**config.mk**
```make
export PLATFORM = sky130hd
export DESIGN_NAME = mux_oht_pipe
export DESIGN_NICKNAME = d
export VERILOG_FILES = /design/src/rtl/mux_pkg.sv /design/src/rtl/mux_oht_node.sv /design/src/rtl/mux_oht_pipe.sv
export SDC_FILE = /design/constraint.sdc
export NUM_CORES = 1
export LEC_CHECK = 0
export ABC_CLOCK_PERIOD_IN_PS = 1530
export CORE_ASPECT_RATIO = 0.5
export CORE_MARGIN = 4
export CORE_UTILIZATION = 42
export CTS_BUF_LIST = sky130_fd_sc_hd__clkbuf_8
export DETAILED_ROUTE_END_ITERATION = 16
export PLACE_DENSITY_LB_ADDON = 0.12
export SLEW_MARGIN = 25
export SYNTH_ARGS = -nofsm -noshare
export SYNTH_HDL_FRONTEND = slang
export SYNTH_HIERARCHICAL = 1
export SYNTH_SLANG_ARGS = --single-unit
```
**constraint.sdc**
```tcl
create_clock -name clk -period 1.53 [get_ports clk]
set_input_delay 0.153 -clock clk [delete_from_list [all_inputs] [get_ports clk]]
set_output_delay 0.153 -clock clk [all_outputs]
set_load 0.02 [all_outputs]
```
**src/rtl/mux_pkg.sv**
```systemverilog
// Shared sizing helpers for the pipelined one-hot multiplexer tree.
package mux_pkg;

    // Number of tree levels: smallest l with split**l >= width.
    function automatic int levels(input int width, input int split);
        int l;
        int p;
        l = 0;
        p = 1;
        if (split >= 2) begin
            while (p < width) begin
                p = p * split;
                l = l + 1;
            end
        end else begin
            l = 1;
        end
        return l;
    endfunction

    // Leaf count after zero-padding up to a full tree.
    function automatic int pad(input int width, input int split);
        int p;
        p = 1;
        for (int i = 0; i < levels(width, split); i++) begin
            p = p * split;
        end
        return p;
    endfunction

    // Flat index of the first node of tree level lvl (levels numbered from 1).
    function automatic int node_off(input int width, input int split, input int lvl);
        int off;
        int n;
        off = 0;
        n   = pad(width, split);
        for (int k = 1; k < lvl; k++) begin
            n   = n / split;
            off = off + n;
        end
        return off;
    endfunction

    function automatic int node_cnt(input int width, input int split);
        return node_off(width, split, levels(width, split) + 1);
    endfunction

endpackage

```
**src/rtl/mux_oht_node.sv**
```systemverilog
// One SPLIT-input node of the one-hot AND-OR tree: merges select, data and
// multi-hot error of its children.
module mux_oht_node #(
    parameter int  SPLIT = 4,
    parameter type DAT_T = logic [7:0]
) (
    input  logic [SPLIT-1:0] c_sel,
    input  DAT_T             c_dat [SPLIT],
    input  logic [SPLIT-1:0] c_err,
    output logic             sel,
    output DAT_T             dat,
    output logic             err
);

    logic seen_s;
    logic multi_s;

    // AND-OR data merge; a second set select bit marks the node multi-hot.
    always_comb begin
        dat     = '0;
        seen_s  = 1'b0;
        multi_s = 1'b0;
        for (int k = 0; k < SPLIT; k++) begin
            dat     = dat | (c_sel[k] ? c_dat[k] : '0);
            multi_s = multi_s | (seen_s & c_sel[k]);
            seen_s  = seen_s | c_sel[k];
        end
        sel = seen_s;
        err = (|c_err) | multi_s;
    end

endmodule

```
**src/rtl/mux_oht_pipe.sv**
```systemverilog
// Pipelined one-hot multiplexer: one register stage per tree level with
// valid/ready flow control and bubble collapsing between stages.
module mux_oht_pipe
    import mux_pkg::*;
#(
    parameter type DAT_T = logic [7:0],
    parameter int  WIDTH = 16,
    parameter int  SPLIT = 4
) (
    input  logic             clk,
    input  logic             rst,
    input  logic             i_vld,
    output logic             i_rdy,
    input  logic [WIDTH-1:0] i_oht,
    input  DAT_T             i_ary [WIDTH-1:0],
    output logic             o_vld,
    input  logic             o_rdy,
    output DAT_T             o_dat,
    output logic             o_nul,
    output logic             o_err
);

    localparam int LEVELS = levels(WIDTH, SPLIT);
    localparam int PAD    = pad(WIDTH, SPLIT);
    localparam int NODES  = node_cnt(WIDTH, SPLIT);
    localparam int ROOT   = NODES - 1;

    if (WIDTH < 2 || SPLIT < 2) begin : g_bad_param
        $fatal(1, "mux_oht_pipe: WIDTH and SPLIT must both be >= 2");
    end

    logic [PAD-1:0]    leaf_sel_s;
    DAT_T              leaf_dat_s [PAD];
    logic [NODES-1:0]  node_sel_s;
    logic [NODES-1:0]  node_err_s;
    DAT_T              node_dat_s [NODES];
    logic [NODES-1:0]  ld_s;

    // Node registers keep nul (not sel) so that reset leaves o_nul low.
    logic [NODES-1:0]  nul_q, nul_d;
    logic [NODES-1:0]  err_q, err_d;
    DAT_T              dat_q [NODES];
    DAT_T              dat_d [NODES];
    logic [LEVELS-1:0] vld_q, vld_d;
    logic [LEVELS-1:0] rdy_s;
    logic [LEVELS-1:0] vin_s;
    logic              free_s;

    for (genvar i = 0; i < PAD; i++) begin : g_leaf
        if (i < WIDTH) begin : g_real
            assign leaf_sel_s[i] = i_oht[i];
            assign leaf_dat_s[i] = i_ary[i];
        end else begin : g_zero
            assign leaf_sel_s[i] = 1'b0;
            assign leaf_dat_s[i] = '0;
        end
    end

    for (genvar l = 1; l <= LEVELS; l++) begin : g_lvl
        localparam int NL  = PAD / (SPLIT ** l);
        localparam int OFF = node_off(WIDTH, SPLIT, l);
        for (genvar j = 0; j < NL; j++) begin : g_node
            logic [SPLIT-1:0] c_sel;
            logic [SPLIT-1:0] c_err;
            DAT_T             c_dat [SPLIT];
            for (genvar k = 0; k < SPLIT; k++) begin : g_ch
                if (l == 1) begin : g_from_leaf
                    assign c_sel[k] = leaf_sel_s[j*SPLIT + k];
                    assign c_dat[k] = leaf_dat_s[j*SPLIT + k];
                    assign c_err[k] = 1'b0;
                end else begin : g_from_reg
                    localparam int C = node_off(WIDTH, SPLIT, l - 1) + j*SPLIT + k;
                    assign c_sel[k] = ~nul_q[C];
                    assign c_dat[k] = dat_q[C];
                    assign c_err[k] = err_q[C];
                end
            end
            mux_oht_node #(
                .SPLIT (SPLIT),
                .DAT_T (DAT_T)
            ) u_node (
                .c_sel (c_sel),
                .c_dat (c_dat),
                .c_err (c_err),
                .sel   (node_sel_s[OFF + j]),
                .dat   (node_dat_s[OFF + j]),
                .err   (node_err_s[OFF + j])
            );
            // Data regs only toggle when a valid item actually enters the stage.
            assign ld_s[OFF + j] = rdy_s[l-1] & vin_s[l-1];
        end
    end

    // Stage ready chain from the output back: a stage may load if it or any later stage is empty.
    always_comb begin
        free_s   = o_rdy;
        rdy_s    = '0;
        vin_s    = '0;
        vin_s[0] = i_vld;
        for (int s = LEVELS - 1; s >= 0; s--) begin
            free_s   = free_s | ~vld_q[s];
            rdy_s[s] = free_s;
        end
        for (int s = 1; s < LEVELS; s++) begin
            vin_s[s] = vld_q[s-1];
        end
        for (int s = 0; s < LEVELS; s++) begin
            vld_d[s] = rdy_s[s] ? vin_s[s] : vld_q[s];
        end
    end

    // Next-state of per-node payload registers.
    always_comb begin
        for (int g = 0; g < NODES; g++) begin
            nul_d[g] = ld_s[g] ? ~node_sel_s[g] : nul_q[g];
            err_d[g] = ld_s[g] ? node_err_s[g]  : err_q[g];
            dat_d[g] = ld_s[g] ? node_dat_s[g]  : dat_q[g];
        end
    end

    // Pipeline state registers.
    always_ff @(posedge clk) begin
        if (rst) begin
            vld_q <= '0;
            nul_q <= '0;
            err_q <= '0;
            for (int g = 0; g < NODES; g++) begin
                dat_q[g] <= '0;
            end
        end else begin
            vld_q <= vld_d;
            nul_q <= nul_d;
            err_q <= err_d;
            for (int g = 0; g < NODES; g++) begin
                dat_q[g] <= dat_d[g];
            end
        end
    end

    assign i_rdy = rdy_s[0];
    assign o_vld = vld_q[LEVELS-1];
    assign o_dat = dat_q[ROOT];
    assign o_nul = nul_q[ROOT];
    assign o_err = err_q[ROOT];

endmodule
```
==> results.toml, run 1 <==
[setup_path]
slowest_stage = "clkdlybuf4s50_1"
cpPeakStageDelay_ns = 0.62
endpoint_kind = "primary output"
startpoint = "vld_q[1]"
critPathLaunchType = "flip-flop"
rrSetupSlack_ns = 0.16
cp_cell_sequence = "clkdlybuf4s50_1"
cp_max_fo = 4
r2r-start = "nul_q[2]"
cp.required_ns = 1.38
crit_family = "buffers and inverters"
worstSetupPathType = "flip-flop to primary output"
critPathBufInv = 1
worst_ep_arrival_time_ns = 1.31

[clock_tree]
postCtsSetupBuffers = 0
cts_buffer_depth = 2
cts_tree = "built"
cts_root_buf = "clkbuf_8"
cts_buffers = 5
path_clk_slew_ns = 0.09
clock_latency_ns = 0.30
cts.sinks = 52
cts-htree-levels = 2

[synth]
synth-compound-area-share_pct = 26.9
ys_ff_latch = 52
synth_simple_gate_area_share_pct = 22.3
seq_area_frac_synth_pct = 31.3
synth_top_family_by_area = "compound AO/OA/AOI/OAI gates"
synthXorXnorAreaFrac_pct = 0
synth_mux_area_share_pct = 10.8
ys_warn_count = 6
syn_avg_cell_area_sq_um = 8.34
syn_area_sq_um = 3330
synth_fa_ha_area_share_pct = 0
synth_cells = 399
ys_types = 23
synth_edf_count = 0
synth-async-reset-ratio_pct = 0
synth-main-ff-cell = "dfxtp_1"

[grt]
antenna_found_initial = 0
grt_use_total_pct = 19.4
grt_pass1_vias = 3266
grt_pass1_wl_um = 15400
grt_max_degree = 89
overflow = 0

[min_path]
hold_path.class = "input port to flip-flop"
min_from = "rst"

[final_layout]
multi_input_area_sq_um = 2060
drive_gt1_share_pct = 7.09
n_antenna_cell = 0
areaGrowthSynthToFinish_pct = 55.6
nFillCells = 664
regArea_sq_um = 1040
final_nets = 711

[floorplanning]
fp.dieH_um = 70.9
die_x_um = 134
initial_core_util_pct = 44.3
fp-row-count = 22
die_area_sq_um = 9500
core_area_sq_um = 7510
io_pins = 160

[power_and_ir_drop]
p_leak_nw = 2.07
fin_total_pwr_w = 0.00344
vdd_drop_max_mv = 0.394
power.density_nw_per_um2 = 663

[sta]
fmaxAchievable_ghz = 0.685
hold_viol_final = 0
rsz0062_at_grt = "no"
fin_tns_setup_ns = 0
post-route-period-util_pct = 95.4
fin_skew_ns = 0.00499
period_needed_ns = 1.46
finalMaxSlewViolations = 0
setup_viol = 0

[route]
drcViolationCount = 0
routed_via_density = 5.21
first_pass_iters = 4
wirelength_um = 9850
ant_nets = 0
vias = 3502
wl_per_cell_um = 14.7
drtIter0Drc = 262

[flow_run]
drv_cap = 0

[placement]
gp_congestion = 0.757
io_buffers = 159
dp_hpwl_um = 7730

[status]
status = "finished, final reports clean"
[routing by layer]
| metal | up-vias | part of all wire (%) | global-route usage [%] |
|---|---|---|---|
| li1 | 1760 | - | - |
| met2 | 120 | 44 | 30.7 |
| met5 | - | 0 | 0 |
| met3 | 4 | 7.2 | 4.55 |
| met4 | 0 | 0.39 | 3.08 |
| met1 | 1618 | 49 | 27.6 |
[cells in the mapped netlist (3+ instances only)]
cell      instances  area [sq um]
clkbuf_1          7          26.3
nand2b_1         73           457
buf_6             5          56.3
mux2i_1          36           360
o21ai_0           9          45.0
buf_2            24           120
dfxtp_1          52          1040
inv_1             6          22.5
a211oi_2          3          37.5
nand3_1           9          45.0
nand2_1          40           150
or4_1             5          37.5
a22oi_1          80           601
nor4_1            5          31.3
o21ai_1           5          25.0
a211oi_1         11          82.6
a21oi_1          16          80.1
buf_4             8          60.1
[path summary, 6_finish.rpt]
check | endpoint | cells past startpoint
setup / recovery | o_vld | 1
hold / removal | nul_q[3] | 3
setup reg to reg | nul_q[4] | 3
hold reg to reg | dat_q[0][4] | 2
[layout make-up]
type                            count  area share (%)
Clock buffer                        6            1.59
Tap cell                          108            2.61
Sequential cell                    52            20.1
Clock inverter                      2           0.217
Timing Repair Buffer              186            35.3
Inverter                            6           0.435
Multi-Input combinational cell    312            39.7
[state kept, by name (all words and copies together) (netlist names)]
register  flops
dat_q        40
nul_q         5
vld_q         2
err_q         5
[metrics by stage]
| step | cells | hold WS, ns | setup slack [ns] | util [%] | cell area [sq um] |
|---|---|---|---|---|---|
| 2_1_floorplan | 414 | 0.334 | 0.256 | - | 3380 |
| 3_3_place_gp | 664 | 0.460 | 0.0258 | 67.6 | 5080 |
| 3_5_place_dp | 664 | 0.464 | 0.0234 | 67.6 | 5080 |
| 4_1_cts | 672 | 0.319 | 0.00620 | 68.9 | 5180 |
| 5_1_grt | 672 | 0.346 | 0.0183 | 68.9 | 5180 |
| 6_report | 672 | 0.318 | 0.0701 | 68.9 | 5180 |
[kinds of logic after synthesis]
family | after synthesis
AOI/OAI and AO/OA | 126
buffers and inverters | 50
DFF | 52
muxes | 36
and+or+nand+nor | 134
other | 1
[cell usage in the layout (no fill, tap or decap), types with 3 or more instances in the layout]
cell,synthesis,layout
a211oi_1,11,11
buf_12,0,3
nand2b_1,73,73
dfxtp_1,52,52
o21ai_0,9,9
buf_4,8,24
or4_1,5,5
mux2i_1,36,36
conb_1,1,16
a22oi_1,80,80
nor4_1,5,5
inv_1,6,7
o21ai_1,5,5
clkdlybuf4s50_1,0,157
a211oi_2,3,3
a21oi_1,16,16
nand2_1,40,40
clkbuf_8,0,6
nand3_1,9,9
[where the power goes]
part / internal (W) / total (W) / switching [W]
Combinational: 0.000661 / 0.00110 / 0.000436
Sequential: 0.00147 / 0.00154 / 0.0000664
Clock: 0.000362 / 0.000803 / 0.000442
[repair_timing]
action,CTS,global route
gates resized for setup,0,1
hold buffers,0,0
endpoints found under the setup margin,0,1
Note: power is estimated with default switching activity, not from simulation.
==> run 2: changes to the inputs <==
--- a/config.mk
+++ b/config.mk
@@ -12,7 +12,7 @@
 export CTS_BUF_LIST = sky130_fd_sc_hd__clkbuf_8
 export DETAILED_ROUTE_END_ITERATION = 16
 export PLACE_DENSITY_LB_ADDON = 0.12
-export SLEW_MARGIN = 25
+export SLEW_MARGIN = 5
 export SYNTH_ARGS = -nofsm -noshare
 export SYNTH_HDL_FRONTEND = slang
 export SYNTH_HIERARCHICAL = 1
==> results of run 2 <==
Final layout, timing and power as in run 1 (identical DEF).
